[src/rtl/params_pkg.sv]
// Datapath-wide widths shared by the Dilithium arithmetic blocks.
package params_pkg;
  localparam int DATA_LENGTH = 24;
endpackage

[src/rtl/reduction_seq_pkg.sv]
// Types and default constants for the reduction-core sequencer.
package reduction_seq_pkg;
  typedef enum logic [2:0] {
    ST_IDLE,
    ST_LOAD,
    ST_ISSUE,
    ST_WAIT,
    ST_OUT,
    ST_DONE
  } seq_state_t;

  localparam int DEF_N_COEFF = 256;
  localparam int DEF_MOD     = 8380417;
  localparam int DEF_TIMEOUT = 64;
endpackage

[src/rtl/reduction_watchdog.sv]
// WAIT-state timer: clr_i zeroes it, en_i advances it, expire_o flags TIMEOUT-1.
// Combinational expire from the count register; no handshake.
module reduction_watchdog
  import reduction_seq_pkg::*;
#(
  parameter int TIMEOUT = DEF_TIMEOUT
) (
  input  logic clk_i,
  input  logic rst_i,
  input  logic clr_i,
  input  logic en_i,
  output logic expire_o
);

  localparam int CNT_W = (TIMEOUT > 1) ? $clog2(TIMEOUT) : 1;

  logic [CNT_W-1:0] count_q, count_d;

  assign expire_o = (count_q == CNT_W'(TIMEOUT - 1));

  // Holds at the expiry value so the count never wraps back to zero.
  always_comb begin
    count_d = count_q;
    if (clr_i) begin
      count_d = '0;
    end else if (en_i && !expire_o) begin
      count_d = count_q + 1'b1;
    end
  end

  always_ff @(posedge clk_i) begin
    if (rst_i) begin
      count_q <= '0;
    end else begin
      count_q <= count_d;
    end
  end

endmodule

[src/rtl/reduction_sequencer.sv]
// Feeds one coefficient at a time to the reduction core (start pulse, wait for valid); L+3 cycles each.
// Input is accepted only in LOAD; a stalled result holds OUT, so nothing new is issued until m_ready_i.
module reduction_sequencer
  import reduction_seq_pkg::*;
#(
  parameter int DATA_LENGTH = params_pkg::DATA_LENGTH,
  parameter int N_COEFF     = DEF_N_COEFF,
  parameter int MOD         = DEF_MOD,
  parameter int TIMEOUT     = DEF_TIMEOUT
) (
  input  logic                       clk_i,
  input  logic                       rst_i,
  input  logic                       start_i,
  output logic                       busy_o,
  output logic                       done_o,
  output logic                       err_o,
  input  logic [DATA_LENGTH-1:0]     s_data_i,
  input  logic                       s_valid_i,
  output logic                       s_ready_o,
  output logic                       red_start_o,
  output logic [DATA_LENGTH-1:0]     red_x_o,
  output logic [DATA_LENGTH-1:0]     red_m_o,
  input  logic [DATA_LENGTH-1:0]     red_result_i,
  input  logic                       red_valid_i,
  output logic [DATA_LENGTH-1:0]     m_data_o,
  output logic [$clog2(N_COEFF)-1:0] m_idx_o,
  output logic                       m_valid_o,
  input  logic                       m_ready_i
);

  localparam int IDX_W = $clog2(N_COEFF);

  seq_state_t             state_q;
  logic [DATA_LENGTH-1:0] x_q;
  logic [DATA_LENGTH-1:0] data_q;
  logic [IDX_W-1:0]       idx_q;
  logic [IDX_W-1:0]       m_idx_q;
  logic                   err_q;
  logic                   wd_expire;

  reduction_watchdog #(
    .TIMEOUT (TIMEOUT)
  ) u_watchdog (
    .clk_i    (clk_i),
    .rst_i    (rst_i),
    .clr_i    (state_q == ST_ISSUE),
    .en_i     (state_q == ST_WAIT),
    .expire_o (wd_expire)
  );

  // All handshake/status outputs are decodes of the state register.
  assign busy_o      = (state_q != ST_IDLE);
  assign done_o      = (state_q == ST_DONE);
  assign s_ready_o   = (state_q == ST_LOAD);
  assign red_start_o = (state_q == ST_ISSUE);
  assign m_valid_o   = (state_q == ST_OUT);
  assign err_o       = err_q;
  assign red_x_o     = x_q;
  assign red_m_o     = DATA_LENGTH'(MOD);
  assign m_data_o    = data_q;
  assign m_idx_o     = m_idx_q;

  always_ff @(posedge clk_i) begin
    if (rst_i) begin
      state_q <= ST_IDLE;
      x_q     <= '0;
      data_q  <= '0;
      idx_q   <= '0;
      m_idx_q <= '0;
      err_q   <= 1'b0;
    end else begin
      case (state_q)
        ST_IDLE: begin
          if (start_i) begin
            idx_q   <= '0;
            err_q   <= 1'b0;
            state_q <= ST_LOAD;
          end
        end
        ST_LOAD: begin
          if (s_valid_i) begin
            x_q     <= s_data_i;
            state_q <= ST_ISSUE;
          end
        end
        ST_ISSUE: state_q <= ST_WAIT;
        ST_WAIT: begin
          // A valid in the final timer cycle still wins over the timeout.
          if (red_valid_i) begin
            data_q  <= red_result_i;
            m_idx_q <= idx_q;
            state_q <= ST_OUT;
          end else if (wd_expire) begin
            err_q   <= 1'b1;
            state_q <= ST_IDLE;
          end
        end
        ST_OUT: begin
          if (m_ready_i) begin
            if (idx_q == IDX_W'(N_COEFF - 1)) begin
              state_q <= ST_DONE;
            end else begin
              idx_q   <= idx_q + 1'b1;
              state_q <= ST_LOAD;
            end
          end
        end
        ST_DONE: state_q <= ST_IDLE;
        default: state_q <= ST_IDLE;
      endcase
    end
  end

endmodule

[config.mk]
export PLATFORM = sky130hd
export DESIGN_NAME = reduction_sequencer
export DESIGN_NICKNAME = d
export VERILOG_FILES = /design/src/rtl/params_pkg.sv /design/src/rtl/reduction_seq_pkg.sv /design/src/rtl/reduction_watchdog.sv /design/src/rtl/reduction_sequencer.sv
export SDC_FILE = /design/constraint.sdc
export NUM_CORES = 1
export LEC_CHECK = 0
export BUFFER_PORTS_ARGS = -buffer_cell sky130_fd_sc_hd__clkbuf_2
export CORE_UTILIZATION = 40
export CTS_BUF_LIST = sky130_fd_sc_hd__clkbuf_16
export CTS_CLUSTER_DIAMETER = 40
export CTS_CLUSTER_SIZE = 25
export DETAILED_ROUTE_END_ITERATION = 7
export PLACE_DENSITY = 0.72
export SLEW_MARGIN = 10
export SYNTH_ARGS = -nofsm -noshare
export SYNTH_HDL_FRONTEND = slang
export SYNTH_SLANG_ARGS = --single-unit
[constraint.sdc]
create_clock -name clk_i -period 1.78 [get_ports clk_i]
set_clock_uncertainty 0.05 [all_clocks]
set_input_delay 0.267 -clock clk_i [delete_from_list [all_inputs] [get_ports clk_i]]
set_output_delay 0.267 -clock clk_i [all_outputs]
set_load 0.005 [all_outputs]
==> PnR_summary.wiki <==
{| class="wikitable"
! Metric !! Value
|-
| Total area of sequential cells || 1490 sq um
|-
| Final layout net count || 579
|-
| Prevailing post-synth register cell || sky130_fd_sc_hd__dfxtp_1
|-
| Worst slack at placement || 0.111 ns
|-
| Critical-path cell list || or3b_4, buf_6, inv_2, clkbuf_2
|-
| Final setup fails || 0
|-
| Filler cell count || 709
|-
| I/O Pins || 140
|-
| Largest area contributor in the netlist || sky130_fd_sc_hd__dfxtp_1
|-
| Worst setup SP type || register
|-
| Overall power after layout || 3830 uW
|-
| Cell family with most CP delay || simple AND/OR/NAND/NOR gates
|-
| Insertion delay to the later sink of the worst-skew pair || 0.33 ns
|-
| Die area || 8240 sq um
|-
| Slowest cell on the critical path || sky130_fd_sc_hd__or3b_4
|-
| Origin of the worst min-delay path || s_data_i[12]
|-
| Min cycle time layout || 1.72 ns
|-
| H-tree depth || 3
|-
| First-pass GRT wire length || 13,100 um
|-
| Warnings, synthesis || 0
|-
| Endpoint of the most critical register-to-register path || idx_q[6]
|-
| Arrival time at the worst endpoint || 1.40 ns
|-
| Count of flip-flops with a built-in enable after synthesis || 0
|-
| Final design instance area without fill || 4180 sq um
|-
| Setup repair after global routing missed its margin || no
|-
| Final Cycle Share || 96.5%
|-
| DP HPWL || 5590 um
|-
| Critical path data required time || 1.46 ns
|-
| Path type of the worst setup path || register to primary output
|-
| Largest fanout on the critical path || 8
|-
| Number of cell rows || 31
|-
| Clock-pin transition on the worst setup and hold timing paths || 0.06 ns
|-
| Filler-free cell count of the finished design || 626
|-
| Largest net degree at the start of global routing || 35
|-
| Overall die width || 90.8 um
|-
| Highest attainable clock frequency || 0.582 GHz
|-
| Deepest clock path buffer count || 2
|-
| Unique cell type count in the Yosys netlist || 45
|-
| Total vias in the final route || 3,081
|-
| Max-cap check violation count || 0
|-
| Area of the placeable core || 7450 sq um
|-
| IO Port Bufs || 115
|-
| Final slew viol count || 0
|-
| Number of synthesized register bits || 74
|-
| Count of routing violations after the opening detailed-route iteration || 138
|-
| Total routing usage reported by global routing || 19.7%
|-
| Cell count of the worst hold path || 3
|-
| Fraction of synthesized cell area taken by the top area cell type || 47.0%
|-
| Fraction of final layout cells sized beyond drive strength 1 || 31.5%
|-
| Area growth from synthesis to final layout || 32.7%
|-
| CTS tree || done
|-
| Detailed Routing Iterations Pass 1 || 4
|-
| Number of global-route vias before repair || 2,860
|-
| Ratio of routed vias to standard cells || 4.92
|-
| Syn Area/Cell || 7.84 sq um
|-
| Number of routed nets with antenna violations || 0
|-
| Sequential area share after synthesis || 47.0%
|-
| Minimum setup slack in the final design || 0.0624 ns
|-
| Sink count of the clock tree || 74
|-
| Power density over the cells || 917 nW/um^2
|-
| Static leakage power || 0.00178 uW
|-
| Global-route congestion overflow total || 0
|-
| Commonest cells after routing, fill and taps aside || sky130_fd_sc_hd__nand2_1, sky130_fd_sc_hd__clkbuf_2, sky130_fd_sc_hd__dfxtp_1
|-
| Cell Area, Placed || 3800 sq um
|-
| Top post-synthesis cells by area || sky130_fd_sc_hd__dfxtp_1, sky130_fd_sc_hd__nand2_1, sky130_fd_sc_hd__a21oi_1
|-
| Depth of the worst register-to-register path || 5
|-
| RD Place Congestion || 0.900
|-
| Number of antenna violations at the first check in global routing || 0
|-
| Slack of the worst reg-to-reg path || 0.09 ns
|-
| Routed WL || 8110 um
|-
| Endpoint kind of the worst setup timing path || primary output
|-
| Run status || finished, final reports clean
|-
| Class of the tightest hold or removal check || primary input to register
|-
| Number of endpoints with negative hold slack in the final report || 0
|-
| Sum Neg Setup Slack || 0 ns
|-
| Cell count after placement || 605
|-
| Worst path buffer plus inverter count || 3
|-
| Area of the mapped netlist || 3150 sq um
|-
| Routed len/inst || 13.0 um
|-
| WHS Endpoint || red_x_o[12]
|-
| Startpoint of the worst register-to-register path || state_q[0]
|-
| Syn Inst Count || 402
|-
| CTS root buf || sky130_fd_sc_hd__clkbuf_16
|-
| Number of buffers created by CTS || 9
|-
| Most common library cell in the layout ignoring fill and taps || sky130_fd_sc_hd__nand2_1
|-
| Fraction of registers with async set or reset after synthesis || 0%
|-
| Max VDD drop || 0.633 mV
|-
| Longest individual stage delay on the worst path || 0.39 ns
|-
| Starting Density || 42.3%
|-
| DRC Markers || 0
|-
| Die Span Y || 90.8 um
|-
| Area of the multi-input gates || 1460 sq um
|-
| Number of antenna cells inserted || 0
|-
| Quantity of hold-fixing buffers added after cts || 0
|}
[cell usage after synthesis, types with 3 or more instances]
cell / number
sky130_fd_sc_hd__nand3_1: 7
sky130_fd_sc_hd__nor2_1: 9
sky130_fd_sc_hd__o21ai_0: 10
sky130_fd_sc_hd__a31oi_1: 4
sky130_fd_sc_hd__inv_1: 3
sky130_fd_sc_hd__nand2_1: 121
sky130_fd_sc_hd__dfxtp_1: 74
sky130_fd_sc_hd__o31ai_1: 5
sky130_fd_sc_hd__or3_1: 3
sky130_fd_sc_hd__a21oi_1: 65
sky130_fd_sc_hd__clkbuf_1: 20
sky130_fd_sc_hd__nor3_1: 6
sky130_fd_sc_hd__buf_2: 6
sky130_fd_sc_hd__buf_4: 25
sky130_fd_sc_hd__and3_1: 3
sky130_fd_sc_hd__xor2_1: 3
sky130_fd_sc_hd__o311ai_0: 5
[worst reg2reg max path, stage by stage (launching register included)]
cell and delay, ns:
sky130_fd_sc_hd__dfxtp_4 0.36, sky130_fd_sc_hd__buf_4 0.16, sky130_fd_sc_hd__a211o_1 0.30, sky130_fd_sc_hd__buf_4 0.17, sky130_fd_sc_hd__o311ai_1 0.40, sky130_fd_sc_hd__o31ai_2 0.13
[where the power goes]
group          internal, uW  total, uW  switching (uW)  leakage, uW
registers              1690       1720            22.9     0.000600
clock network          1080       1750             674     0.000138
logic                   168        362             194      0.00105
total                  2940       3830             891      0.00178
[per-layer routing]
| layer | track usage (%) | wire, um |
|---|---|---|
| met1 | 23.5 | 3480 |
| met2 | 33.6 | 4060 |
| met3 | 5.64 | 435 |
| met4 | 7.12 | 125 |
| met5 | 0 | 0 |
[worst max path at each step]
stage               depth (start not counted)         to  slack, ns  startpoint
detailed placement                          6   idx_q[1]       0.11    idx_q[1]
CTS                                         4  m_valid_o      0.005  state_q[2]
finish                                      4  m_valid_o       0.06  state_q[2]
global route                                5   idx_q[6]      0.002  state_q[0]
floorplan                                   5   idx_q[1]       0.11  state_q[0]
global placement                            3   idx_q[1]       0.16  state_q[1]
[per-stage QoR]
stage	hold WS, ns	util (%)
floorplan	0.338	-
global placement	0.391	51.0
detailed placement	0.396	51.0
CTS	0.0961	55.9
global route	0.103	56.1
finish	0.106	56.1
[area by class of cell]
type	instances	area share, %
Sequential cell	74	35.7
Multi-Input combinational cell	295	34.8
Timing Repair Buffer	140	19.2
Clock buffer	9	5.39
Tap cell	99	2.96
Clock inverter	6	1.62
Inverter	3	0.269
[sequential cells by signal (all words and copies together) (netlist names)]
register / cells
u_watchdog.count_q: 6
err_o: 1
red_x_o: 24
m_idx_o: 8
idx_q: 8
state_q: 3
m_data_o: 24
[cells by family (layout without fill, tap and decap cells)]
family                     count (synthesis)  in the layout  share of synthesized area [%]
AOI/OAI and AO/OA                         99             99                           17.8
adders and majority gates                  2              2                          0.794
other                                      2             24                          0.238
xor gates and xnor gates                   3              3                          0.834
and+or+nand+nor                          167            167                           23.3
buffers and inverters                     55            158                           10.0
DFF                                       74             74                           47.0
[repair_timing]
item                                    CTS  global route
gates cloned                              0             0
endpoints found under the hold margin     0             0
endpoints found under the setup margin    2             4
resized for setup                         6             8
setup buffers                             6             0
No activity file was read; power rests on OpenSTA's default activity.
